**config.mk**
```make
export PLATFORM = sky130hd
export DESIGN_NAME = sound_play4_flat
export DESIGN_NICKNAME = d
export VERILOG_FILES = /design/src/rtl/sound_play4_if.sv /design/src/rtl/sound_play4.sv /design/src/flat_wrapper.sv
export SDC_FILE = /design/constraint.sdc
export NUM_CORES = 1
export LEC_CHECK = 0
export CORE_ASPECT_RATIO = 0.8
export CORE_MARGIN = 1.5
export CORE_UTILIZATION = 50
export CTS_CLUSTER_SIZE = 28
export DETAILED_ROUTE_END_ITERATION = 16
export PLACE_DENSITY = 0.73
export SLEW_MARGIN = 5
export SYNTH_ARGS = -nofsm -noshare
export SYNTH_HDL_FRONTEND = slang
export SYNTH_SLANG_ARGS = --single-unit
export TNS_END_PERCENT = 100
```
**constraint.sdc**
```tcl
create_clock -name clock -period 4.59 [get_ports clock]
set_input_delay 1.377 -clock clock [delete_from_list [all_inputs] [get_ports clock]]
set_output_delay 1.377 -clock clock [all_outputs]
set_load 0.01 [all_outputs]
```
**src/rtl/sound_play4_if.sv**
```systemverilog
// Control and sample-buffer bundle between the frame controller/buffer and sound_play4.
//   master: frame controller + buffer side (drives start/abort/word_count/q)
//   slave : sound_play4 side (drives rdaddress/busy/done/bytes_sent)
interface sound_play4_if;
    localparam int unsigned WC_W   = 10;
    localparam int unsigned ADDR_W = 9;
    localparam int unsigned DATA_W = 16;
    localparam int unsigned BS_W   = 14;

    logic              start;
    logic              abort;
    logic [WC_W-1:0]   word_count;
    logic [ADDR_W-1:0] rdaddress;
    logic [DATA_W-1:0] q;
    logic              busy;
    logic              done;
    logic [BS_W-1:0]   bytes_sent;

    modport master (
        output start, abort, word_count, q,
        input  rdaddress, busy, done, bytes_sent
    );

    modport slave (
        input  start, abort, word_count, q,
        output rdaddress, busy, done, bytes_sent
    );
endinterface

```
**src/rtl/sound_play4.sv**
```systemverilog
// sound_play4: fetches 16-bit sound words from a dual-port sample buffer and
// sends each as two 8N1 frames (low byte first, LSB first) on Tx.
// Ports:
//   clock      system clock, rising edge
//   reset      synchronous active-high reset
//   bus        sound_play4_if.slave: start/abort/word_count in, q in,
//              rdaddress/busy/done/bytes_sent out (all registered)
//   Tx         registered serial output, idles high
// Parameters:
//   length     bit period is length+1 clocks (matches the receiver)
//   RD_LAT     buffer read latency in clocks, 1..3
module sound_play4 #(
    parameter int unsigned length = 48,
    parameter int unsigned RD_LAT = 2
) (
    input  logic          clock,
    input  logic          reset,
    sound_play4_if.slave  bus,
    output logic          Tx
);

    localparam int unsigned CNT_W  = (length == 0) ? 1 : $clog2(length + 1);
    localparam int unsigned WAIT_W = 2;
    localparam int unsigned WC_W   = 10;
    localparam int unsigned ADDR_W = 9;
    localparam int unsigned DATA_W = 16;
    localparam int unsigned BS_W   = 14;

    localparam logic [2:0] IDLE      = 3'd0;
    localparam logic [2:0] FETCH     = 3'd1;
    localparam logic [2:0] START_BIT = 3'd2;
    localparam logic [2:0] DATA_BIT  = 3'd3;
    localparam logic [2:0] STOP_BIT  = 3'd4;

    logic [2:0]        state_q, state_d;
    logic [CNT_W-1:0]  bit_cnt_q, bit_cnt_d;
    logic [2:0]        bit_idx_q, bit_idx_d;
    logic [WAIT_W-1:0] wait_q, wait_d;
    logic              hi_q, hi_d;
    logic [DATA_W-1:0] hold_q, hold_d;
    logic [WC_W-1:0]   remain_q, remain_d;
    logic              abort_pend_q, abort_pend_d;
    logic              tx_q, tx_d;
    logic              busy_q, busy_d;
    logic              done_q, done_d;
    logic [ADDR_W-1:0] rdaddr_q, rdaddr_d;
    logic [BS_W-1:0]   bytes_q, bytes_d;

    logic              bit_end;
    logic [2:0]        nxt_idx;

    // State and datapath registers
    always_ff @(posedge clock) begin
        if (reset) begin
            state_q      <= IDLE;
            bit_cnt_q    <= '0;
            bit_idx_q    <= '0;
            wait_q       <= '0;
            hi_q         <= 1'b0;
            hold_q       <= '0;
            remain_q     <= '0;
            abort_pend_q <= 1'b0;
            tx_q         <= 1'b1;
            busy_q       <= 1'b0;
            done_q       <= 1'b0;
            rdaddr_q     <= '0;
            bytes_q      <= '0;
        end else begin
            state_q      <= state_d;
            bit_cnt_q    <= bit_cnt_d;
            bit_idx_q    <= bit_idx_d;
            wait_q       <= wait_d;
            hi_q         <= hi_d;
            hold_q       <= hold_d;
            remain_q     <= remain_d;
            abort_pend_q <= abort_pend_d;
            tx_q         <= tx_d;
            busy_q       <= busy_d;
            done_q       <= done_d;
            rdaddr_q     <= rdaddr_d;
            bytes_q      <= bytes_d;
        end
    end

    // Next-state and next-output logic
    always_comb begin
        state_d      = state_q;
        bit_cnt_d    = bit_cnt_q;
        bit_idx_d    = bit_idx_q;
        wait_d       = wait_q;
        hi_d         = hi_q;
        hold_d       = hold_q;
        remain_d     = remain_q;
        tx_d         = tx_q;
        busy_d       = busy_q;
        done_d       = 1'b0;
        rdaddr_d     = rdaddr_q;
        bytes_d      = bytes_q;
        // Abort only counts while a transfer is running
        abort_pend_d = abort_pend_q | (bus.abort & busy_q);

        bit_end = (bit_cnt_q == CNT_W'(length));
        nxt_idx = 3'(bit_idx_q + 3'd1);

        case (state_q)
            IDLE: begin
                tx_d         = 1'b1;
                abort_pend_d = 1'b0;
                if (bus.start) begin
                    if (bus.word_count != '0) begin
                        remain_d = bus.word_count;
                        rdaddr_d = '0;
                        bytes_d  = '0;
                        busy_d   = 1'b1;
                        wait_d   = '0;
                        state_d  = FETCH;
                    end else begin
                        done_d = 1'b1;
                    end
                end
            end

            FETCH: begin
                tx_d = 1'b1;
                if (wait_q == WAIT_W'(RD_LAT - 1)) begin
                    hold_d    = bus.q;
                    hi_d      = 1'b0;
                    bit_cnt_d = '0;
                    tx_d      = 1'b0;
                    state_d   = START_BIT;
                end else begin
                    wait_d = WAIT_W'(wait_q + 1'b1);
                end
            end

            START_BIT: begin
                if (bit_end) begin
                    bit_cnt_d = '0;
                    bit_idx_d = '0;
                    tx_d      = hold_q[{hi_q, 3'd0}];
                    state_d   = DATA_BIT;
                end else begin
                    bit_cnt_d = CNT_W'(bit_cnt_q + 1'b1);
                end
            end

            DATA_BIT: begin
                if (bit_end) begin
                    bit_cnt_d = '0;
                    if (bit_idx_q == 3'd7) begin
                        tx_d    = 1'b1;
                        state_d = STOP_BIT;
                    end else begin
                        bit_idx_d = nxt_idx;
                        tx_d      = hold_q[{hi_q, nxt_idx}];
                    end
                end else begin
                    bit_cnt_d = CNT_W'(bit_cnt_q + 1'b1);
                end
            end

            STOP_BIT: begin
                tx_d = 1'b1;
                if (bit_end) begin
                    bit_cnt_d = '0;
                    bytes_d   = BS_W'(bytes_q + 1'b1);
                    if (!hi_q) begin
                        // High byte follows the low byte with no idle gap
                        hi_d    = 1'b1;
                        tx_d    = 1'b0;
                        state_d = START_BIT;
                    end else begin
                        remain_d = WC_W'(remain_q - 1'b1);
                        if ((remain_q == WC_W'(1)) || abort_pend_d) begin
                            busy_d       = 1'b0;
                            done_d       = 1'b1;
                            abort_pend_d = 1'b0;
                            state_d      = IDLE;
                        end else begin
                            rdaddr_d = ADDR_W'(rdaddr_q + 1'b1);
                            wait_d   = '0;
                            state_d  = FETCH;
                        end
                    end
                end else begin
                    bit_cnt_d = CNT_W'(bit_cnt_q + 1'b1);
                end
            end

            default: begin
                state_d = IDLE;
                tx_d    = 1'b1;
                busy_d  = 1'b0;
            end
        endcase
    end

    assign Tx             = tx_q;
    assign bus.busy       = busy_q;
    assign bus.done       = done_q;
    assign bus.rdaddress  = rdaddr_q;
    assign bus.bytes_sent = bytes_q;

endmodule
```
**src/flat_wrapper.sv**
```systemverilog
// flat-port wrapper written by rule: the top's interface ports become plain ports
module sound_play4_flat 
#(
    parameter int unsigned length = 48,
    parameter int unsigned RD_LAT = 2
)
  (clock, reset, Tx, bus_start, bus_abort, bus_word_count, bus_q, bus_rdaddress, bus_busy, bus_done, bus_bytes_sent);
  sound_play4_if bus_i ();
  input  logic clock;
  input  logic reset;
  output logic Tx;
  input wire logic [$bits(bus_i.start)-1:0] bus_start;
  input wire logic [$bits(bus_i.abort)-1:0] bus_abort;
  input wire logic [$bits(bus_i.word_count)-1:0] bus_word_count;
  input wire logic [$bits(bus_i.q)-1:0] bus_q;
  output wire logic [$bits(bus_i.rdaddress)-1:0] bus_rdaddress;
  output wire logic [$bits(bus_i.busy)-1:0] bus_busy;
  output wire logic [$bits(bus_i.done)-1:0] bus_done;
  output wire logic [$bits(bus_i.bytes_sent)-1:0] bus_bytes_sent;
  assign bus_i.start = bus_start;
  assign bus_i.abort = bus_abort;
  assign bus_i.word_count = bus_word_count;
  assign bus_i.q = bus_q;
  assign bus_rdaddress = bus_i.rdaddress;
  assign bus_busy = bus_i.busy;
  assign bus_done = bus_i.done;
  assign bus_bytes_sent = bus_i.bytes_sent;
  sound_play4 #(.length(length), .RD_LAT(RD_LAT)) u_core (.clock(clock), .reset(reset), .bus(bus_i), .Tx(Tx));
endmodule
```
# Yosys cells after proc, flatten, opt, wreduce, memory -nomap -nowiden
# Index checks and enable logic that the tools add are counted.
# W data, S select, Z words.
[word_totals]
in_bits = 30
word_cells = 134
register_bits = 68
output_inout_bits = 26
[op_classes]
eq_ne = 20
magnitude_cmp = 2
mux = 69
n_addsub = 6
bitwise = 3
reduce_logical = 21
[op_table]
columns = ["operator", "n"]
rows = [
  ["$mux W9", 5],
  ["$mux W14", 3],
  ["$mux W10", 4],
  ["$mux W3", 11],
  ["$pmux W14 S2", 1],
  ["$mux W1", 25],
  ["$pmux W10 S2", 1],
  ["$pmux W9 S2", 1],
  ["$ne A2 B1 Y1 const B", 8],
  ["$pmux W3 S5", 1],
  ["$add A14 B1 Y14 const B", 1],
  ["$reduce_and A7 Y1", 2],
  ["$mux W2", 6],
  ["$mux W6", 2],
  ["$pmux W6 S2", 1],
  ["$reduce_and A6 Y1", 2],
  ["$eq A10 B1 Y1 const B", 1],
  ["$lt A4 B5 Y1 const B", 2],
  ["$reduce_bool A10 Y1", 1],
  ["$sub A10 B1 Y10 const B", 1],
  ["$add A9 B1 Y9 const B", 1],
  ["$ne A2 B2 Y1 const B", 4],
  ["$reduce_and A4 Y1", 2],
  ["$reduce_bool A2 Y1", 4],
  ["other kinds (24)", 31],
]

# Logic depth before layout (Yosys ltp)
# Gate-level depths: netlist of the first run.
[logic_depth]
ltp_word = 7
depth_mapped = 9
mapped_depth_nobuf = 7

# Least setup slack after synthesis of the first run
# No wires, ideal clock.
[synth_timing]
path_type = "input-to-reg"
start = "input port bus_word_count[5]"
end = "register u_core.bytes_q[3], in the netlist u_core.bus.bytes_sent[3]"
n_path_buf = 1
arrival_ps = 2830
required_time_ps = 4531
cell_stages = 6
setup_ps = 59
slack_ps = 1701
cell_sequence = "nor4_2 > a311oi_2 > a21o_1 > clkbuf_1 > or4_1 > nand2_1"
[synth_via]
elab_chain_len = 3
[synth_rtl]
columns = ["item", "line_no", "source"]
rows = [
  ["start, declared", "flat_wrapper.sv:14", "input wire logic [$bits(bus_i.word_count)-1:0] bus_word_count;"],
  ["$reduce_bool A10 Y1", "sound_play4.sv:110", "if (bus.word_count != '0) begin"],
  ["$ne A2 B1 Y1 (no source line)", "-", ""],
  ["$reduce_and A4 Y1 (no source line)", "-", ""],
  ["end signal, assigned", "sound_play4.sv:81", "bytes_q <= bytes_d;"],
  ["end, declared", "sound_play4.sv:47", "logic [BS_W-1:0] bytes_q, bytes_d;"],
]
# No other way between the ends.
# A chain may end at the register's enable or synchronous reset.

# Worst setup path in the final report of the first run
# Ends and elaborated chain as after synthesis.

==> results of run 1 <==
routing by layer:
metal / vias up / share of wire / GRT usage / wire [um]
li1: 1717 / - / - / -
met1: 1589 / 0.49 / 0.320 / 4120
met2: 80 / 0.45 / 0.354 / 3780
met3: 5 / 0.052 / 0.0508 / 440
met4: 0 / 0.0088 / 0.0643 / 74
met5: - / 0 / 0 / 0
registers in the layout, summed over array words and instances (netlist names):
register / flops
u_core.hold_q: 16
u_core.bus.bytes_sent: 14
u_core.remain_q: 10
u_core.bus.rdaddress: 9
u_core.bit_cnt_q: 6
u_core.bit_idx_q: 3
u_core.state_q: 3
u_core.wait_q: 2
u_core.Tx: 1
u_core.abort_pend_q: 1
u_core.bus.busy: 1
u_core.bus.done: 1
u_core.hi_q: 1
final cells by class:
type / count / area share
clock buffers: 12 / 0.0357
repair buffers: 60 / 0.135
clock inverters: 4 / 0.0109
well taps: 87 / 0.0251
multi-input cells: 335 / 0.468
inverters: 13 / 0.0112
flip-flops and latches: 68 / 0.313
cells in the mapped netlist (2+ instances only):
master    instances  area, sq um
nand3_1          19         95.1
nor4_2            3         37.5
nor2_1           28          105
or3_1             5         31.3
a21o_1            2         15.0
nand2_1          70          263
inv_2             2         7.51
o311ai_0          2         17.5
o21ai_0           8         40.0
clkbuf_1         18         67.6
xnor2_1           2         17.5
o21ai_1          12         60.1
a31oi_1           3         18.8
mux4_2            4         90.1
o41ai_1           3         26.3
or2_2             2         12.5
a211oi_1          3         22.5
xor2_1            7         61.3
mux2i_1           2         20.0
dfxtp_1          68         1360
o31ai_1          13         97.6
or4_1            16          120
nand4_1           7         43.8
nand3b_1          4         30.0
buf_2             7         35.0
inv_1            11         41.3
o21a_1            3         22.5
o211ai_1          5         37.5
ha_1              9          113
and2_1            2         12.5
o311ai_1          2         17.5
nor2b_1           2         12.5
a41oi_1           2         17.5
a21oi_1          60          300
or4b_1            2         20.0
and3_1            8         50.1
nor3_1            8         40.0
kinds of logic (layout without fill, tap and decap cells):
group           Yosys count  count (layout)  synth area share
fa+ha+maj                 9               9            0.0315
simple gates            182             182             0.258
compound gates          128             128             0.225
mux                       7               7            0.0340
xor+xnor                  9               9            0.0221
flops                    68              68             0.381
buf+inv                  41              89            0.0487
through the flow:
stage / cells / hold WS [ns]
2_1_floorplan: 444 / 0.433
4_1_cts: 579 / 0.456
3_5_place_dp: 563 / 0.446
5_1_grt: 579 / 0.474
3_3_place_gp: 563 / 0.441
6_report: 579 / 0.454
power breakdown:
| group | switching (mW) | leakage (nW) | internal, mW |
|---|---|---|---|
| Clock | 0.229 | 0.102 | 0.279 |
| Combinational | 0.0999 | 0.806 | 0.0733 |
| Sequential | 0.0227 | 0.550 | 0.607 |
| Total | 0.351 | 1.46 | 0.959 |
worst register-to-register path, delay by kind of cell (launching register included):
kind	cells	cell delay, ns
buffers and inverters	1	0.24
AO/OA/AOI/OAI	2	0.33
AND/OR/NAND/NOR	2	1.21
flip-flops	1	0.73
final timing paths:
kind | end | slack [ns]
min | u_core.hold_q[14] | 0.45
min reg2reg | u_core.hold_q[14] | 0.45
max reg2reg | u_core.wait_q[1] | 1.98
max | u_core.bus.bytes_sent[3] | 1.17
==> impl_metrics.csv, run 1 <==
group,metric,value,unit
global_route,grt_antenna_before_repair,0,
drt,drc,0,
worst_setup_path,critical_path_buf_inv_count,2,
global_route,track_usage,0.228,
floorplan,die-width,97.5,um
worst_setup_path,slowest_stage,"or4_1",
floorplan,rows,27,
clocking,cts-root-buf,"clkbuf_8",
sta,period_minus_slack,3.42,ns
synthesis,ys_warn_count,0,
status,outcome,"complete, no violations",
clocking,ctsHoldBuffers,0,
worst_setup_path,r2r-start,"u_core.state_q[0]",
worst_setup_path,startpoint_type,"input port",
drt,dr.pass1.iters,4,
global_route,grt_pass1_vias,3117,
synthesis,netlist_instances,444,
placement,place_area,4140,sq um
floorplan,die-height,78.6,um
clocking,cts.sinks,68,
drt,drt_iter0_markers,206,
clocking,cts_tree,"done",
drt,vias,3391,
placement,port_buffers,55,
sta,fin_crit_sh,0.745,
worst_setup_path,crit_family,"simple AND/OR/NAND/NOR gates",
worst_setup_path,worstSetupPathType,"input port to register",
worst_setup_path,cp.arrival,3.71,ns
worst_setup_path,reg2reg_depth,5,
synthesis,seq_area_frac_synth,0.381,
drt,vias_per_cell,5.86,
floorplan,core_region_area,6890,sq um
clocking,h-tree-depth,3,
min_path,hold_class,"register to register",
finish,fill_cells,618,
global_route,grt_max_degree,48,
synthesis,synthFlopType,"dfxtp_1",
clocking,cts_inserted_buffers,9,
synthesis,syn_nets,483,
sta,setup-violations-final,0,
floorplan,initial_core_util,0.518,
power,finalPower,1.31,mW
placement,dp_hpwl,5850,um
power,power_density,302,nW/um^2
sta,rsz0062_at_grt,"false",
finish,layout_common_cells,"nand2_1, dfxtp_1, a21oi_1, clkdlybuf4s50_1, nor2_1",
global_route,grt_pass1_wl,14300,um
floorplan,dieArea,7660,sq um
drt,routed_wl,8420,um
sta,drv_slew,0,
sta,setup_tns,0,ns
drt,drtAntennaViolNets,0,
finish,diodes,0,
sta,finalClockSkew,0.00562,ns
worst_setup_path,cp_max_fo,19,
sta,tightest_slew,0.891,ns
clocking,worst_setup_hold_path_clk_slew,0.07,ns
sta,hold_viol,0,
min_path,whs_path_depth,2,
clocking,worstSkewPairLatency,0.34,ns
synthesis,synthArstFlopShare,0,
placement,gp_congestion,0.877,
min_path,holdCritStartpoint,"u_core.hold_q[14]",
clocking,cts_setup_buffers,0,
worst_setup_path,crit_path_cell_trace,"clkdlybuf4s50_1 > nor4_2 > a311oi_2 > buf_4 > a21o_1 > or4_1 > nand2_1",
worst_setup_path,cp-end-kind,"register",
drt,wl_per_cell,14.5,um
worst_setup_path,startpoint,"bus_word_count[5]",
finish,seq_area,1360,sq um
sta,maxSlewHeadroom,0.406,
finish,fin_util,0.631,
finish,design_area,4350,sq um
clocking,clk_path_buf_depth,2,
flow_run,cap_violations,0,
floorplan,ios,56,
finish,area_delta_synth_final,21.7,%
sta,fmax,0.293,GHz
finish,multi_input_area,2040,sq um
placement,place_ws,0.818,ns
synthesis,avgSynthCellArea,8.04,sq um
synthesis,synth_edf_count,0,
power,cellLeakagePower,1.46,nW
clocking,cts_resized,0,
global_route,overflow,0,
synthesis,synth.distinct_cells,57,
worst_setup_path,max_stage_delay,0.57,ns
worst_setup_path,cp.required,4.88,ns
worst_setup_path,path_depth,7,
finish,drive_above_1_share,0.0752,
finish,final_common_cell,"nand2_1",
synthesis,synth-seq-cells,68,
synthesis,netlist_area,3570,sq um
sta,setup_ws,1.17,ns
power,ir_worst_vdd,162,uV
finish,layout.nets,526,
No activity file was read; power rests on OpenSTA's default activity.
==> run 2: changes to the inputs <==
CORE_UTILIZATION = 49   (was 50)
PLACE_DENSITY = 0.75   (was 0.73)
clock period = 3.1 ns   (was 4.59 ns; I/O delays follow)
==> impl_metrics.csv, run 2 (synthesis results as in run 1) <==
group,metric,value,unit
floorplan,dieArea,7810,sq um
min_path,whs_path_depth,2,
global_route,grt_pass1_vias,3106,
worst_setup_path,reg2reg_depth,6,
power,cellLeakagePower,1.52,nW
worst_setup_path,r2r-start,"u_core.bit_cnt_q[3]",
global_route,grt_antenna_before_repair,0,
clocking,clk_path_buf_depth,2,
clocking,cts_setup_buffers,0,
power,power_density,473,nW/um^2
drt,wl_per_cell,14.6,um
clocking,cts_inserted_buffers,9,
power,finalPower,2.11,mW
finish,largest_register_ffs,16,
worst_setup_path,r2r-end,"u_core.bus.rdaddress[4]",
finish,area_delta_synth_final,25.0,%
sta,finalClockSkew,0.00642,ns
worst_setup_path,cp_max_fo,11,
clocking,worst_setup_hold_path_clk_slew,0.08,ns
min_path,min_to,"u_core.hold_q[2]",
sta,maxSlewHeadroom,0.484,
drt,vias_per_cell,5.90,
finish,top_register,"u_core.hold_q",
drt,dr.pass1.iters,5,
clocking,cts_tree,"done",
sta,hold_viol,0,
finish,layout_common_cells,"nand2_1, dfxtp_1, a21oi_1, clkdlybuf4s50_1, nor2_1",
worst_setup_path,critical_path_buf_inv_count,2,
finish,drive_above_1_share,0.0920,
drt,drc,0,
flow_run,cap_violations,0,
global_route,track_usage,0.224,
clocking,cts-root-buf,"clkbuf_8",
drt,drt_iter0_markers,214,
drt,drtAntennaViolNets,0,
worst_setup_path,cp-end-kind,"register",
clocking,cts_resized,0,
finish,layout.nets,534,
worst_setup_path,max_stage_delay,0.49,ns
worst_setup_path,worstSetupPathType,"input port to register",
sta,period_minus_slack,2.65,ns
sta,setup-violations-final,0,
sta,fin_crit_sh,0.855,
worst_setup_path,rrSetupSlack,0.91,ns
sta,drv_slew,0,
sta,tightest_slew,0.772,ns
sta,fmax,0.377,GHz
clocking,worstSkewPairLatency,0.35,ns
status,outcome,"complete, no violations",
min_path,hold_class,"register to register",
floorplan,ios,56,
worst_setup_path,cp.required,3.40,ns
sta,rsz0062_at_grt,"false",
clocking,cts.sinks,68,
worst_setup_path,startpoint_type,"input port",
drt,routed_wl,8560,um
worst_setup_path,cp.arrival,2.95,ns
placement,port_buffers,55,
floorplan,rows,27,
placement,dp_hpwl,6040,um
global_route,grt_pass1_wl,14100,um
sta,setup_tns,0,ns
worst_setup_path,crit_family,"simple AND/OR/NAND/NOR gates",
finish,design_area,4460,sq um
min_path,holdCritStartpoint,"u_core.hold_q[2]",
global_route,grt_max_degree,34,
floorplan,initial_core_util,0.513,
finish,diodes,0,
worst_setup_path,crit_path_cell_trace,"clkdlybuf4s50_1 > nor4_2 > a311oi_2 > buf_4 > a21o_1 > or4_1 > nand2_1",
floorplan,core_region_area,6960,sq um
clocking,h-tree-depth,3,
global_route,overflow,0,
worst_setup_path,startpoint,"bus_word_count[1]",
power,ir_worst_vdd,271,uV
worst_setup_path,slowest_stage,"or4_1",
floorplan,die-width,98.4,um
floorplan,die-height,79.4,um
finish,final_common_cell,"nand2_1",
placement,place_area,4220,sq um
drt,vias,3462,
clocking,ctsHoldBuffers,0,
placement,gp_congestion,0.857,
-- run 2: cell type report --
class / instances / area (sq um)
Fill cell: 615 / 2490
Clock buffer: 10 / 138
Tap cell: 87 / 109
Timing Repair Buffer: 68 / 661
Sequential cell: 68 / 1360
Multi-Input combinational cell: 335 / 2040
Clock inverter: 6 / 111
Inverter: 13 / 48.8
-- run 2: how the worst max path moves through the flow --
stage	endpoint	slack, ns	cells past startpoint
2_1_floorplan	u_core.bus.bytes_sent[3]	0.66	6
3_3_place_gp	u_core.bus.bytes_sent[3]	0.14	7
3_5_place_dp	u_core.bus.bytes_sent[3]	0.09	7
4_1_cts	u_core.bus.bytes_sent[3]	0.45	7
5_1_grt	u_core.bus.bytes_sent[3]	0.35	7
6_report	u_core.bus.bytes_sent[3]	0.45	7
-- run 2: tightest hold or removal path: cells and delay by family (launching register included) --
kind	cells	cell delay, ns
AO/OA/AOI/OAI	1	0.05
AND/OR/NAND/NOR	1	0.05
flip-flops	1	0.31
-- run 2: power by group --
part | total, mW | leakage, nW | internal (mW) | switching, mW
clock network | 0.904 | 0.122 | 0.556 | 0.348
registers | 0.921 | 0.550 | 0.898 | 0.0231
logic | 0.287 | 0.851 | 0.122 | 0.165
-- run 2: per-layer routing --
layer	share of wire	GRT usage
met1	0.47	0.292
met2	0.46	0.360
met3	0.053	0.0607
met4	0.011	0.0718
met5	0	0
-- run 2: through the flow --
stage                     setup slack (ns)  std cells  hold WS (ns)  utilization
after CTS                            0.455        587         0.454        0.641
after floorplan                      0.658        444         0.433            -
after global routing                 0.349        587         0.476        0.641
final                                0.449        587         0.457        0.641
after detailed placement            0.0869        571         0.444        0.606
after global placement               0.144        571         0.441        0.606
